## src/rtl/cpu_pkg.sv

```systemverilog
// Shared definitions for the memory bus arbiter: FSM state encoding,
// bus widths and the fetch-word select bit.
package cpu_pkg;

    localparam int BUS_ADDR_W          = 64;
    localparam int BUS_DATA_W          = 64;
    localparam int BUS_STRB_W          = 8;
    localparam int INSTR_W             = 32;
    // Address bit choosing the upper or lower 32-bit word of a 64-bit beat
    localparam int FETCH_WORD_SEL_BIT  = 2;

    typedef enum logic [2:0] {
        ST_IDLE    = 3'd0,
        ST_REQ_IF  = 3'd1,
        ST_WAIT_IF = 3'd2,
        ST_REQ_LS  = 3'd3,
        ST_WAIT_LS = 3'd4
    } arb_state_t;

endpackage

```

## src/rtl/mem_bus_rsp_reg.sv

```systemverilog
// Registered response demux: turns a captured bus response into a one-cycle
// fetch or load/store response pulse, suppressing stale fetch data.
module mem_bus_rsp_reg
    import cpu_pkg::*;
#(
    parameter int DATA_W = BUS_DATA_W
) (
    input  logic              clk,
    input  logic              rst,
    input  logic              if_capture,
    input  logic              if_drop,
    input  logic              if_sel_hi,
    input  logic              ls_capture,
    input  logic              ls_is_store,
    input  logic [DATA_W-1:0] bus_rsp_data,
    output logic              if_rsp_valid,
    output logic [INSTR_W-1:0] if_rsp_instr,
    output logic              ls_rsp_valid,
    output logic [DATA_W-1:0] ls_rsp_data
);

    logic if_deliver;

    assign if_deliver = if_capture & ~if_drop;

    always_ff @(posedge clk or negedge rst) begin
        if (!rst) begin
            if_rsp_valid <= 1'b0;
            if_rsp_instr <= '0;
            ls_rsp_valid <= 1'b0;
            ls_rsp_data  <= '0;
        end else begin
            if_rsp_valid <= if_deliver;
            ls_rsp_valid <= ls_capture;
            if (if_deliver) begin
                if_rsp_instr <= if_sel_hi ? bus_rsp_data[2*INSTR_W-1:INSTR_W]
                                          : bus_rsp_data[INSTR_W-1:0];
            end
            // Stores only need an acknowledge, so their data field reads zero
            if (ls_capture) begin
                ls_rsp_data <= ls_is_store ? '0 : bus_rsp_data;
            end
        end
    end

endmodule

```

## src/rtl/mem_bus_arbiter.sv

```systemverilog
// Shares one memory bus between fetch and load/store, one transaction at a time.
// Define MEM_ARB_FAIR_EN to bound how long fetch can be starved by the memory stage.
module mem_bus_arbiter
    import cpu_pkg::*;
#(
    parameter int ADDR_W       = BUS_ADDR_W,
    parameter int DATA_W       = BUS_DATA_W
`ifdef MEM_ARB_FAIR_EN
   ,parameter int STARVE_LIMIT = 4
`endif
) (
    input  logic               clk,
    input  logic               rst,
    input  logic               if_req_valid,
    input  logic [ADDR_W-1:0]  if_req_addr,
    output logic               if_req_ready,
    input  logic               if_flush,
    output logic               if_rsp_valid,
    output logic [INSTR_W-1:0] if_rsp_instr,
    input  logic               ls_req_valid,
    input  logic               ls_req_we,
    input  logic [ADDR_W-1:0]  ls_req_addr,
    input  logic [DATA_W-1:0]  ls_req_wdata,
    input  logic [BUS_STRB_W-1:0] ls_req_wstrb,
    output logic               ls_req_ready,
    output logic               ls_rsp_valid,
    output logic [DATA_W-1:0]  ls_rsp_data,
    output logic               bus_req_valid,
    input  logic               bus_req_ready,
    output logic               bus_req_we,
    output logic [ADDR_W-1:0]  bus_req_addr,
    output logic [DATA_W-1:0]  bus_req_wdata,
    output logic [BUS_STRB_W-1:0] bus_req_wstrb,
    input  logic               bus_rsp_valid,
    input  logic [DATA_W-1:0]  bus_rsp_data,
    output logic               arb_o_fetch_stall,
    output logic               arb_o_mem_stall
);

    arb_state_t state_reg, state_next;

    logic                  we_reg;
    logic [ADDR_W-1:0]     addr_reg;
    logic [DATA_W-1:0]     wdata_reg;
    logic [BUS_STRB_W-1:0] wstrb_reg;
    logic                  drop_reg;

    logic is_idle, in_if, in_ls;
    logic fetch_wins, grant_if, grant_ls;

    assign is_idle = (state_reg == ST_IDLE);
    assign in_if   = (state_reg == ST_REQ_IF) || (state_reg == ST_WAIT_IF);
    assign in_ls   = (state_reg == ST_REQ_LS) || (state_reg == ST_WAIT_LS);

`ifdef MEM_ARB_FAIR_EN
    localparam int STARVE_W = $clog2(STARVE_LIMIT + 1);

    logic [STARVE_W-1:0] starve_reg;
    logic                starved;

    assign starved    = (starve_reg == STARVE_W'(STARVE_LIMIT));
    assign fetch_wins = if_req_valid & ~if_flush & (~ls_req_valid | starved);

    // Counts memory-stage grants that overtook a waiting fetch
    always_ff @(posedge clk or negedge rst) begin
        if (!rst) begin
            starve_reg <= '0;
        end else if (grant_if) begin
            starve_reg <= '0;
        end else if (grant_ls && if_req_valid && !starved) begin
            starve_reg <= starve_reg + 1'b1;
        end
    end
`else
    assign fetch_wins = if_req_valid & ~if_flush & ~ls_req_valid;
`endif

    assign grant_if = is_idle & fetch_wins;
    assign grant_ls = is_idle & ls_req_valid & ~fetch_wins;

    always_comb begin
        state_next = state_reg;
        unique case (state_reg)
            ST_IDLE: begin
                if (grant_ls)      state_next = ST_REQ_LS;
                else if (grant_if) state_next = ST_REQ_IF;
            end
            ST_REQ_IF:  if (bus_req_ready) state_next = ST_WAIT_IF;
            ST_WAIT_IF: if (bus_rsp_valid) state_next = ST_IDLE;
            ST_REQ_LS:  if (bus_req_ready) state_next = ST_WAIT_LS;
            ST_WAIT_LS: if (bus_rsp_valid) state_next = ST_IDLE;
            default:    state_next = ST_IDLE;
        endcase
    end

    always_ff @(posedge clk or negedge rst) begin
        if (!rst) begin
            state_reg <= ST_IDLE;
        end else begin
            state_reg <= state_next;
        end
    end

    // Payload is captured only at grant, so requesters may change it freely afterwards
    always_ff @(posedge clk or negedge rst) begin
        if (!rst) begin
            we_reg    <= 1'b0;
            addr_reg  <= '0;
            wdata_reg <= '0;
            wstrb_reg <= '0;
        end else if (grant_ls) begin
            we_reg    <= ls_req_we;
            addr_reg  <= ls_req_addr;
            wdata_reg <= ls_req_wdata;
            wstrb_reg <= ls_req_wstrb;
        end else if (grant_if) begin
            we_reg    <= 1'b0;
            addr_reg  <= if_req_addr;
            wdata_reg <= '0;
            wstrb_reg <= '0;
        end
    end

    always_ff @(posedge clk or negedge rst) begin
        if (!rst) begin
            drop_reg <= 1'b0;
        end else if (state_reg == ST_WAIT_IF && bus_rsp_valid) begin
            drop_reg <= 1'b0;
        end else if (in_if && if_flush) begin
            drop_reg <= 1'b1;
        end
    end

    mem_bus_rsp_reg #(
        .DATA_W (DATA_W)
    ) u_rsp_reg (
        .clk          (clk),
        .rst          (rst),
        .if_capture   ((state_reg == ST_WAIT_IF) && bus_rsp_valid),
        .if_drop      (drop_reg | if_flush),
        .if_sel_hi    (addr_reg[FETCH_WORD_SEL_BIT]),
        .ls_capture   ((state_reg == ST_WAIT_LS) && bus_rsp_valid),
        .ls_is_store  (we_reg),
        .bus_rsp_data (bus_rsp_data),
        .if_rsp_valid (if_rsp_valid),
        .if_rsp_instr (if_rsp_instr),
        .ls_rsp_valid (ls_rsp_valid),
        .ls_rsp_data  (ls_rsp_data)
    );

    assign bus_req_valid = (state_reg == ST_REQ_IF) || (state_reg == ST_REQ_LS);
    assign bus_req_we    = we_reg;
    assign bus_req_addr  = addr_reg;
    assign bus_req_wdata = wdata_reg;
    assign bus_req_wstrb = wstrb_reg;

    // Combinational outputs are forced low while reset is held
    assign if_req_ready      = rst & grant_if;
    assign ls_req_ready      = rst & grant_ls;
    assign arb_o_mem_stall   = rst & (ls_req_valid | in_ls) & ~ls_rsp_valid;
    assign arb_o_fetch_stall = rst & (if_req_valid | in_if) & ~if_rsp_valid;

endmodule

```

## config.mk

```make
export PLATFORM = sky130hd
export DESIGN_NAME = mem_bus_arbiter
export DESIGN_NICKNAME = d
export VERILOG_FILES = /design/src/rtl/cpu_pkg.sv /design/src/rtl/mem_bus_rsp_reg.sv /design/src/rtl/mem_bus_arbiter.sv
export SDC_FILE = /design/constraint.sdc
export NUM_CORES = 1
export LEC_CHECK = 0
export BUFFER_PORTS_ARGS = -buffer_cell sky130_fd_sc_hd__buf_2
export CORE_AREA = 10 10 193 195
export DETAILED_ROUTE_END_ITERATION = 16
export DIE_AREA = 0 0 203 205
export SYNTH_ARGS = -nofsm -noshare
export SYNTH_HDL_FRONTEND = slang
export SYNTH_HIERARCHICAL = 1
export SYNTH_SLANG_ARGS = --single-unit
```

## constraint.sdc

```tcl
create_clock -name clk -period 2.62 [get_ports clk]
set_clock_uncertainty 0.15 [all_clocks]
set_input_delay 0.524 -clock clk [delete_from_list [all_inputs] [get_ports clk]]
set_output_delay 0.524 -clock clk [all_outputs]
set_load 0.02 [all_outputs]
```

==> metrics, run 1 <==
status=completed; slowest cell on the critical path=dfrtp_2; startpoint types=register; Crit. End Element=output pin; Reg2Reg Setup Slack=0.59 ns; CP max FO=5; met1 Use GR=20.3%; vias in the first global route=9161; sequential share of the synthesized area=55.3%; dpl ws=0.431 ns; met2 Use GR=29.1%; gr usage total=17.3%; pin count of the biggest net entering global routing=130; drt pass-1 iters=4; Crit Path Class=reg -> out; final wirelength=37900 um; FP Rows=67; final non-filler cell total=1760; synth cell count leaders=dfrtp_1, mux2_4, mux2_2, a22o_1, inv_1; Starting Density=32.5%; initial antenna violation count=2; Req. time, crit path=1.95 ns; clock-pin slew on the worst setup and hold paths=0.06 ns; Worst Hold Class=in -> reg; final worst path period need=2.53 ns; MaxCap Viol Count=0; grt ovf=0; DRC errors left=0; # setup viols final=0; Peak VDD IR=657 uV; Hold Vio Cnt, Final=0; Syn Nets=1063; Slew Viols, Final=0; Syn Inst Count=791; Critical Path AT=1.86 ns; R2R cell count=5; TritonCTS clock tree=built; Post-DP HPWL=28600 um; hold path endpoint=bus_req_wdata[60]$_DFFE_PN0P_; share of the synthesized area in the top cell type=55.3%; Mapped Area=10800 um^2; Placed Cells=1703; gpl congestion=0.783; RSZ-0062 raised after global routing=true; Via Count=8263; Slew headroom=31.5%; Sink Count=239; I/O pin cnt=512; register bit total from synthesis=239; die width=203 um; largest area contributor in the netlist=dfrtp_1; DRT antenna net count=0; Root Driver=clkbuf_16; final worst-path cycle share=96.6%; cell chain of the critical path=or2_2 > a21oi_1 > o211a_1 > buf_2; count of input and output buffers=511; synth-to-layout area growth=36.8%; total chip power=19500 uW; FMAX=395 MHz; Worst-Margin Slew=1.03 ns; Chip Height=205 um; count leader, synth=dfrtp_1; Crit path largest cell delay=0.45 ns; first-pass GRT wire length=56900 um; Pleak=0.00767 uW; global routing's busiest layer=met2; number of H-tree levels=1; Final Net Count=1560; Die Footprint=41600 um^2; Reg2Reg Launch Point=state_reg[0]$_DFFE_PN0P_; vias per cell=4.69; wire length per cell=21.5 um; synth warn=6; share of layout cells above drive strength 1=59.7%; core region area=33300 um^2; number of flops mapped to enable cells by yosys=0; Synth async-reset ratio=100%; Netlist cell types=34; pwr dens=1320 nW/um^2; worst setup margin=0.0885 ns; DRT iter0 DRCs=368; Synth Flop Type=dfrtp_1; Clock Latency Late Sink=0.54 ns; top cells by area, synth=dfrtp_1, mux2_4, mux2_2; Max Buffers Root-to-Sink=3; cell count of the worst hold path=2; hold_sp=ls_req_wdata[60]; number of buffers created by CTS=28; RR Endpoint=u_rsp_reg/if_rsp_instr[27]$_DFFE_PN0P_; grt met3 use=7.03%; Avg Inst Size Synth=13.7 um^2
==> routing by layer <==
metal  vias to the layer above  share of wire [%]  wire [um]
met5                         -              0.034         13
met4                         2                1.5        579
met3                        36                 11       4010
met2                       381                 48      18400
met1                      4067                 39      15000
li1                       3777                  -          -
==> per-stage QoR <==
stage,area (um^2),setup TNS (ns),util [%],hold slack (ns)
after floorplan,10800,0,-,0.0784
after global placement,13800,0,41.4,0.227
after detailed placement,13800,0,41.4,0.225
after CTS,14800,0,44.4,0.0168
after global routing,14800,-0.0118,44.4,0.0320
final,14800,0,44.5,0.0534
==> worst max path at each step <==
stage / to / cells after the start / startpoint
6_report: arb_o_mem_stall / 4 / state_reg[1]$_DFFE_PN0P_
5_1_grt: arb_o_mem_stall / 4 / state_reg[0]$_DFFE_PN0P_
4_1_cts: arb_o_mem_stall / 4 / state_reg[0]$_DFFE_PN0P_
3_3_place_gp: if_req_ready / 4 / if_flush
2_1_floorplan: if_req_ready / 4 / ls_req_valid
3_5_place_dp: bus_req_addr[45]$_DFFE_PN0P_ / 4 / ls_req_valid
==> kinds of logic after synthesis <==
group           count (synthesis)  synth area share, %
mux                           192                 23.7
xor+xnor                        1               0.0810
buf+inv                       129                 5.85
flops                         239                 55.3
compound gates                149                 9.63
simple gates                   81                 5.48
==> cell usage in the layout, fill, tap and decap left out, drive strengths merged, types with 2 or more instances in the layout <==
cell type / n
buf: 528
nand3b: 64
clkbuf: 34
diode: 2
o21ai: 65
or2: 2
nand2: 2
a22o: 73
clkinv: 10
a21oi: 4
nor3: 3
nor2b: 2
inv: 69
clkinvlp: 3
nor3b: 2
a211oi: 2
bufinv: 3
mux2: 192
and2: 2
dfrtp: 239
==> cell type report <==
cell class                      instances  area [um^2]
Clock inverter                         18          188
Fill cell                            3174        18500
Antenna cell                            2         5.00
Timing Repair Buffer                  529         2800
Multi-Input combinational cell        423         4230
Sequential cell                       239         5980
Tap cell                              448          561
Clock buffer                           34          785
Inverter                               67          251
==> where the power goes <==
| part | internal (uW) | leakage (uW) | switching [uW] | total [uW] |
|---|---|---|---|---|
| registers | 5500 | 0.00289 | 1050 | 6550 |
| logic | 3830 | 0.00430 | 5070 | 8900 |
| clock network | 2430 | 0.000479 | 1610 | 4050 |
| total | 11800 | 0.00767 | 7730 | 19500 |
==> what timing repair did <==
item,4_1_cts,5_1_grt
pin swaps,0,1
resized for setup,1,1
endpoints found under the setup margin,2,3
hold buffers,1,0
endpoints found under the hold margin,13,0
setup buffers,2,0
==> worst max-delay path: cells and delay by family, from the launching register on <==
family                 cells  cell delay, ns
buffers and inverters      1            0.17
flip-flops                 1            0.45
AND/OR/NAND/NOR            1            0.33
AO/OA/AOI/OAI              2            0.37
No activity file was read; power rests on OpenSTA's default activity.
==> run 2, diff against run 1 <==
--- a/config.mk
+++ b/config.mk
@@ -7,8 +7,10 @@
 export LEC_CHECK = 0
 export BUFFER_PORTS_ARGS = -buffer_cell sky130_fd_sc_hd__buf_2
 export CORE_AREA = 10 10 193 195
+export CTS_CLUSTER_SIZE = 16
 export DETAILED_ROUTE_END_ITERATION = 16
 export DIE_AREA = 0 0 203 205
+export SETUP_SLACK_MARGIN = 0.1
 export SYNTH_ARGS = -nofsm -noshare
 export SYNTH_HDL_FRONTEND = slang
 export SYNTH_HIERARCHICAL = 1
==> run 2 against run 1 <==
  * First-iteration DRC count down 4.1%
  * Total power is 0.94% higher
  * Global-route usage about the same
  * Fmax grew 3.7%
  * Non-clock buffer count rose by 2
  * Die area stayed put
  * Clock-buffer cell count decreased by 1
  * Combinational power increased by 0.4%
  * Critical path type is now in -> out
==> metrics, run 2 (same netlist as run 1, synthesis figures left out) <==
pin count of the biggest net entering global routing=130 (unchanged); number of buffers created by CTS=28 (unchanged); most frequent cells in the layout=buf_2, dfrtp_1, mux2_4; worst setup margin=0.180 ns (+0.0913 ns); Reg2Reg Setup Slack=0.48 ns (-0.11 ns); crit path from=rst; RSZ-0062 raised after global routing=false; synth-to-layout area growth=37.5%; FMAX=410 MHz (+3.7%); Hold Vio Cnt, Final=0 (unchanged); final worst-path cycle share=93.1% (-3.5 points); final worst path period need=2.44 ns (-0.0913 ns); DRC errors left=0 (unchanged); setup TNS=0 ns (unchanged); Final Util=44.7% (+0.23 points); MaxCap Viol Count=0 (unchanged); gpl congestion=0.783 (unchanged); Die Footprint=41600 um^2 (unchanged); Reg2Reg Launch Point=state_reg[0]$_DFFE_PN0P_; gr usage total=17.3% (about the same); number of H-tree levels=1 (unchanged); dpl ws=0.431 ns (unchanged); first-pass GRT wire length=56800 um (about the same); Peak VDD IR=658 uV (about the same); clock-pin slew on the worst setup and hold paths=0.06 ns (about the same); status=completed; Max Buffers Root-to-Sink=3 (unchanged); Crit. End Element=output pin; Post-DP HPWL=28600 um (unchanged); Slew Viols, Final=0 (unchanged); RR Endpoint=u_rsp_reg/if_rsp_instr[27]$_DFFE_PN0P_; vias per cell=4.67 (-0.44%); Via Count=8241 (-0.27%); final wirelength=37800 um (-0.22%); core region area=33300 um^2 (unchanged); cell count of the worst hold path=2 (unchanged); Chip Height=205 um (unchanged); DRT iter0 DRCs=353 (-4.1%); hold path endpoint=bus_req_wdata[60]$_DFFE_PN0P_; Crit Path Class=in -> out; Sink Count=239 (unchanged); initial antenna violation count=2 (unchanged); drt pass-1 iters=5 (+1); vias in the first global route=9156 (-0.055%); startpoint types=primary input; Pleak=0.00770 uW (+0.40%); Critical Path AT=1.77 ns (-0.09 ns); Starting Density=32.5% (unchanged); DRT antenna net count=0 (unchanged); share of layout cells above drive strength 1=60.1% (+0.37 points); Clock Latency Late Sink=0.54 ns (about the same); FP Rows=67 (unchanged); Worst Hold Class=in -> reg; Final Net Count=1562 (+0.13%); hold_sp=ls_req_wdata[60]; Req. time, crit path=1.95 ns (about the same); pwr dens=1320 nW/um^2 (+0.42%); I/O pin cnt=512 (unchanged); Worst-Margin Slew=1.02 ns (-0.00647 ns); TritonCTS clock tree=built; Root Driver=clkbuf_16; Slew headroom=31.9% (+0.43 points); R2R cell count=6 (+1); grt ovf=0 (unchanged); count of input and output buffers=511 (unchanged); commonest non-fill, non-tap cell in the layout=buf_2; wire length per cell=21.5 um (-0.39%); die width=203 um (unchanged); CP max FO=21 (+16); # setup viols final=0 (unchanged)
run 2: cell count changes in the layout (fill, tap and decap cells not counted), sizes merged:
cell	previous run	this run
bufinv	3	5
diode	2	3
inv	69	68
buf	528	529
run 2: stage by stage:
step / instances / instance area (um^2) / total power (uW) / hold slack [ns]
6_report: 1763 / 14900 / 19700 / 0.0528
5_1_grt: 1761 / 14900 / 20800 / 0.0320
4_1_cts: 1759 / 14800 / 19900 / 0.0155
3_5_place_dp: 1703 / 13800 / 15600 / 0.225
3_3_place_gp: 1703 / 13800 / 15500 / 0.227
2_1_floorplan: 791 / 10800 / 12300 / 0.0784
run 2: critical path, stage by stage:
cell and delay, ns:
dlygate4sd3_1 0.58, buf_12 0.20, and4b_2 0.27, buf_2 0.18
run 2: layout make-up:
type                       count  area (um^2)
multi-input combinational    423         4240
tap                          448          561
sequential                   239         5990
clock inverter                19          239
inverter                      67          251
timing repair buffer         531         2820
antenna                        3         7.51
clock buffer                  33          771
fill                        3167        18400
run 2: metal layers:
| metal | GRT usage (%) | vias up | wire (um) |
|---|---|---|---|
| met5 | 0 | - | 13 |
| li1 | - | 3786 | - |
| met1 | 20.3 | 4044 | 14900 |
| met2 | 29.1 | 377 | 18400 |
| met4 | 3.70 | 2 | 521 |
| met3 | 7.06 | 32 | 3980 |
run 2: worst max path at each step:
stage | to | cells past startpoint
after floorplan | if_req_ready | 4
after global placement | if_req_ready | 4
after detailed placement | bus_req_addr[45]$_DFFE_PN0P_ | 4
after CTS | arb_o_mem_stall | 4
after global routing | if_req_ready | 4
final | if_req_ready | 4
run 2: what timing repair did:
action                     in CTS  in global routing
setup endpoints to repair       3                  3
buffers inserted                3                  1
gates resized for setup         4                  5
pin swaps                       1                  0
hold buffers                    1                  0
hold endpoints to repair       13                  0
run 2: report_power, final:
group	internal (uW)	leakage, uW	switching [uW]	total [uW]
clock network	2600	0.000495	1590	4190
logic	3860	0.00431	5070	8940
registers	5500	0.00289	1050	6550
==> run 3, diff against run 2 <==
--- a/config.mk
+++ b/config.mk
@@ -5,11 +5,13 @@
 export SDC_FILE = /design/constraint.sdc
 export NUM_CORES = 1
 export LEC_CHECK = 0
+export ABC_AREA = 1
 export BUFFER_PORTS_ARGS = -buffer_cell sky130_fd_sc_hd__buf_2
-export CORE_AREA = 10 10 193 195
+export CORE_AREA = 10 10 188 190
 export CTS_CLUSTER_SIZE = 16
 export DETAILED_ROUTE_END_ITERATION = 16
-export DIE_AREA = 0 0 203 205
+export DIE_AREA = 0 0 198 200
+export PLACE_DENSITY = 0.63
 export SETUP_SLACK_MARGIN = 0.1
 export SYNTH_ARGS = -nofsm -noshare
 export SYNTH_HDL_FRONTEND = slang
==> run 3 against run 2 <==
  * Final area up 0.18%
  * Core utilization grew 2.8 points
  * Worst setup slack improved by 0.014 ns
  * Routed wire length rose by 14%
  * Synthesized cell count up 65%
  * Sequential power fell by 3.7%
  * Sequential share of layout area is 0.11 points lower
  * Combinational power down 6.7%
  * Die area fell by 4.8%
  * First-iteration DRC count increased by 80%
  * Total power is 1.8% lower
  * Hold slack worse by 0.031 ns
==> metrics, run 3 <==
status=completed; DRC errors left=0 (unchanged); sequential share of the synthesized area=54.6% (-0.66 points); pwr dens=1300 nW/um^2 (-2.0%); drt pass-1 iters=5 (unchanged); share of the synthesized area in the top cell type=54.6% (-0.66 points); setup TNS=0 ns (unchanged); met1 Use GR=24.4% (+4.1 points); count of input and output buffers=511 (unchanged); pin count of the biggest net entering global routing=157 (+21%); largest area contributor in the netlist=dfrtp_1; delay-heaviest family, CP=flip-flops; synth warn=6 (unchanged); Sink Count=239 (unchanged); Root Driver=clkbuf_16; gpl congestion=0.884 (+13%); Avg Inst Size Synth=8.39 um^2 (-39%); slowest cell on the critical path=dfrtp_1; Synth async-reset ratio=100% (unchanged); Worst-Margin Slew=0.882 ns (-0.139 ns); grt ovf=0 (unchanged); Slew Viols, Final=0 (unchanged); gr usage total=20.8% (+3.6 points); Hold Vio Cnt, Final=0 (unchanged); Req. time, crit path=1.95 ns (about the same); Crit Path Class=reg -> out; DRT iter0 DRCs=637 (+80%); clock-pin slew on the worst setup and hold paths=0.06 ns (about the same); FP Rows=65 (-3.0%); Pleak=0.00875 uW (+14%); wire length per cell=19.3 um (-9.9%); number of buffers created by CTS=29 (+3.6%); Top cell by count, worst path=nand2_2; final worst-path cycle share=92.6% (-0.55 points); count leader, synth=nand2_1; Post-DP HPWL=31900 um (+12%); synth-to-layout area growth=36.1%; Chip Height=200 um (-2.4%); RSZ-0062 raised after global routing=false; synth cell count leaders=nand2_1, dfrtp_1, inv_1, nand3_1, o21ai_0; core region area=31400 um^2 (-5.7%); Syn Inst Count=1305 (+65%); Crit. End Element=output pin; cell chain of the critical path=inv_2 > nand2_2 > nor2_4 > nand2_2 > nor2_1 > buf_2; vias in the first global route=10700 (+17%); first-pass GRT wire length=64600 um (+14%); number of H-tree levels=1 (unchanged); met2 Use GR=35.7% (+6.6 points); Critical Path AT=1.75 ns (-0.02 ns); global routing's busiest layer=met2; Clock Latency Late Sink=0.54 ns (about the same); FMAX=412 MHz (+0.59%); total chip power=19300 uW (-1.8%); # fillers=3122 (-1.4%); MaxCap Viol Count=0 (unchanged); Netlist cell types=27 (-21%); Synth Flop Type=dfrtp_1; Worst Hold Class=in -> async; final worst path period need=2.43 ns (-0.0144 ns); CP max FO=6 (-71%); Syn Nets=1577 (+48%); Max Buffers Root-to-Sink=3 (unchanged); grt met3 use=6.87% (-0.20 points); number of flops mapped to enable cells by yosys=0 (unchanged); commonest non-fill, non-tap cell in the layout=nand2_1; vias per cell=4.71 (+0.74%); share of layout cells above drive strength 1=35.1% (-25 points); Crit path largest cell delay=0.45 ns (-0.13 ns); startpoint types=register; top cells by area, synth=dfrtp_1, nand2_1, nand3_1; Critical path buffers and inverters=2 (-1); initial antenna violation count=12 (+10); # setup viols final=0 (unchanged); Die Footprint=39600 um^2 (-4.8%); Via Count=10500 (+27%); most frequent cells in the layout=nand2_1, buf_2, dfrtp_1; Starting Density=34.9% (+2.4 points); register bit total from synthesis=239 (unchanged); Slew headroom=41.2% (+9.3 points); final wirelength=43000 um (+14%); Peak VDD IR=652 uV (-0.96%); die width=198 um (-2.5%); TritonCTS clock tree=built; I/O pin cnt=512 (unchanged); Final Net Count=2059 (+32%); DRT antenna net count=0 (unchanged); Mapped Area=10900 um^2 (+1.2%)
run 3: cell count changes in the layout (fill, tap and decap cells not counted), moves of 7 or more:
cell | before | now
a22o_1 | 73 | 0
inv_1 | 67 | 139
mux2_2 | 86 | 0
mux2_4 | 106 | 0
nand2_1 | 2 | 545
nand3_1 | 0 | 137
nand3b_1 | 64 | 0
o211ai_1 | 0 | 44
o211ai_2 | 0 | 20
o21ai_0 | 64 | 53
o21ai_2 | 0 | 7
run 3: metal layers:
layer | vias to the layer above | share of wire [%]
li1 | 5050 | -
met1 | 4941 | 39
met2 | 397 | 50
met3 | 67 | 8.5
met4 | 4 | 2.5
met5 | - | 0.049
run 3: path summary, 6_finish.rpt:
check | startpoint | endpoint | slack (ns) | cells after the start
min in group clk | ls_req_wdata[26] | bus_req_wdata[26]$_DFFE_PN0P_ | 0.06 | 3
min reg2reg | bus_req_wdata[14]$_DFFE_PN0P_ | bus_req_wdata[14]$_DFFE_PN0P_ | 0.32 | 2
max in group asynchronous | rst | u_rsp_reg/ls_rsp_data[26]$_DFFE_PN0P_ | 0.83 | 4
min | rst | u_rsp_reg/if_rsp_instr[28]$_DFFE_PN0P_ | 0.02 | 2
max reg2reg | state_reg[1]$_DFFE_PN0P_ | state_reg[2]$_DFFE_PN0P_ | 0.56 | 8
max | state_reg[1]$_DFFE_PN0P_ | ls_req_ready | 0.19 | 6
run 3: metrics by stage:
| stage | hold WS [ns] | worst slack [ns] | instance area (um^2) | std cells | utilization [%] |
|---|---|---|---|---|---|
| finish | 0.0222 | 0.194 | 14900 | 2221 | 47.5 |
| global placement | 0.298 | 0.609 | 13700 | 2157 | 43.7 |
| CTS | 0.0242 | 0.151 | 14900 | 2212 | 47.4 |
| floorplan | 0.0784 | 0.544 | 10900 | 1305 | - |
| global route | 0.0387 | 0.108 | 14900 | 2220 | 47.4 |
| detailed placement | 0.304 | 0.576 | 13700 | 2157 | 43.7 |
run 3: final cells by class:
class                           instances  area, um^2  share of cell area (%)
Antenna cell                            9        22.5                   0.151
Clock buffer                           39         843                    5.66
Clock inverter                         15         285                    1.91
Inverter                              146         551                    3.70
Multi-Input combinational cell        835        3840                    25.8
Sequential cell                       239        5980                    40.1
Tap cell                              402         503                    3.38
Timing Repair Buffer                  536        2870                    19.3
run 3: cell families after synthesis:
group | share of synthesized area, %
DFF | 54.6
buffers and inverters | 10.4
AOI/OAI and AO/OA | 8.65
and+or+nand+nor | 26.3
run 3: report_power, final:
| part | switching (uW) | total (uW) | leakage, uW | internal, uW |
|---|---|---|---|---|
| logic | 5820 | 8340 | 0.00520 | 2520 |
| clock network | 1640 | 4680 | 0.000555 | 3040 |
| registers | 947 | 6310 | 0.00299 | 5360 |
run 3: worst reg2reg max path, stage by stage, from the launching register on:
cell and delay [ns]:
dfrtp_1 0.45, inv_2 0.09, nand2_2 0.07, nor2_4 0.09
buf_4 0.62, nand2_1 0.23, nand3_1 0.16, nand2_1 0.07
nand2_1 0.06
run 3: repair_timing:
action | in CTS | in global routing
hold buffers | 1 | 0
buffers inserted | 0 | 0
hold endpoints to repair | 33 | 0
setup endpoints to repair | 1 | 1
gates resized for setup | 1 | 1
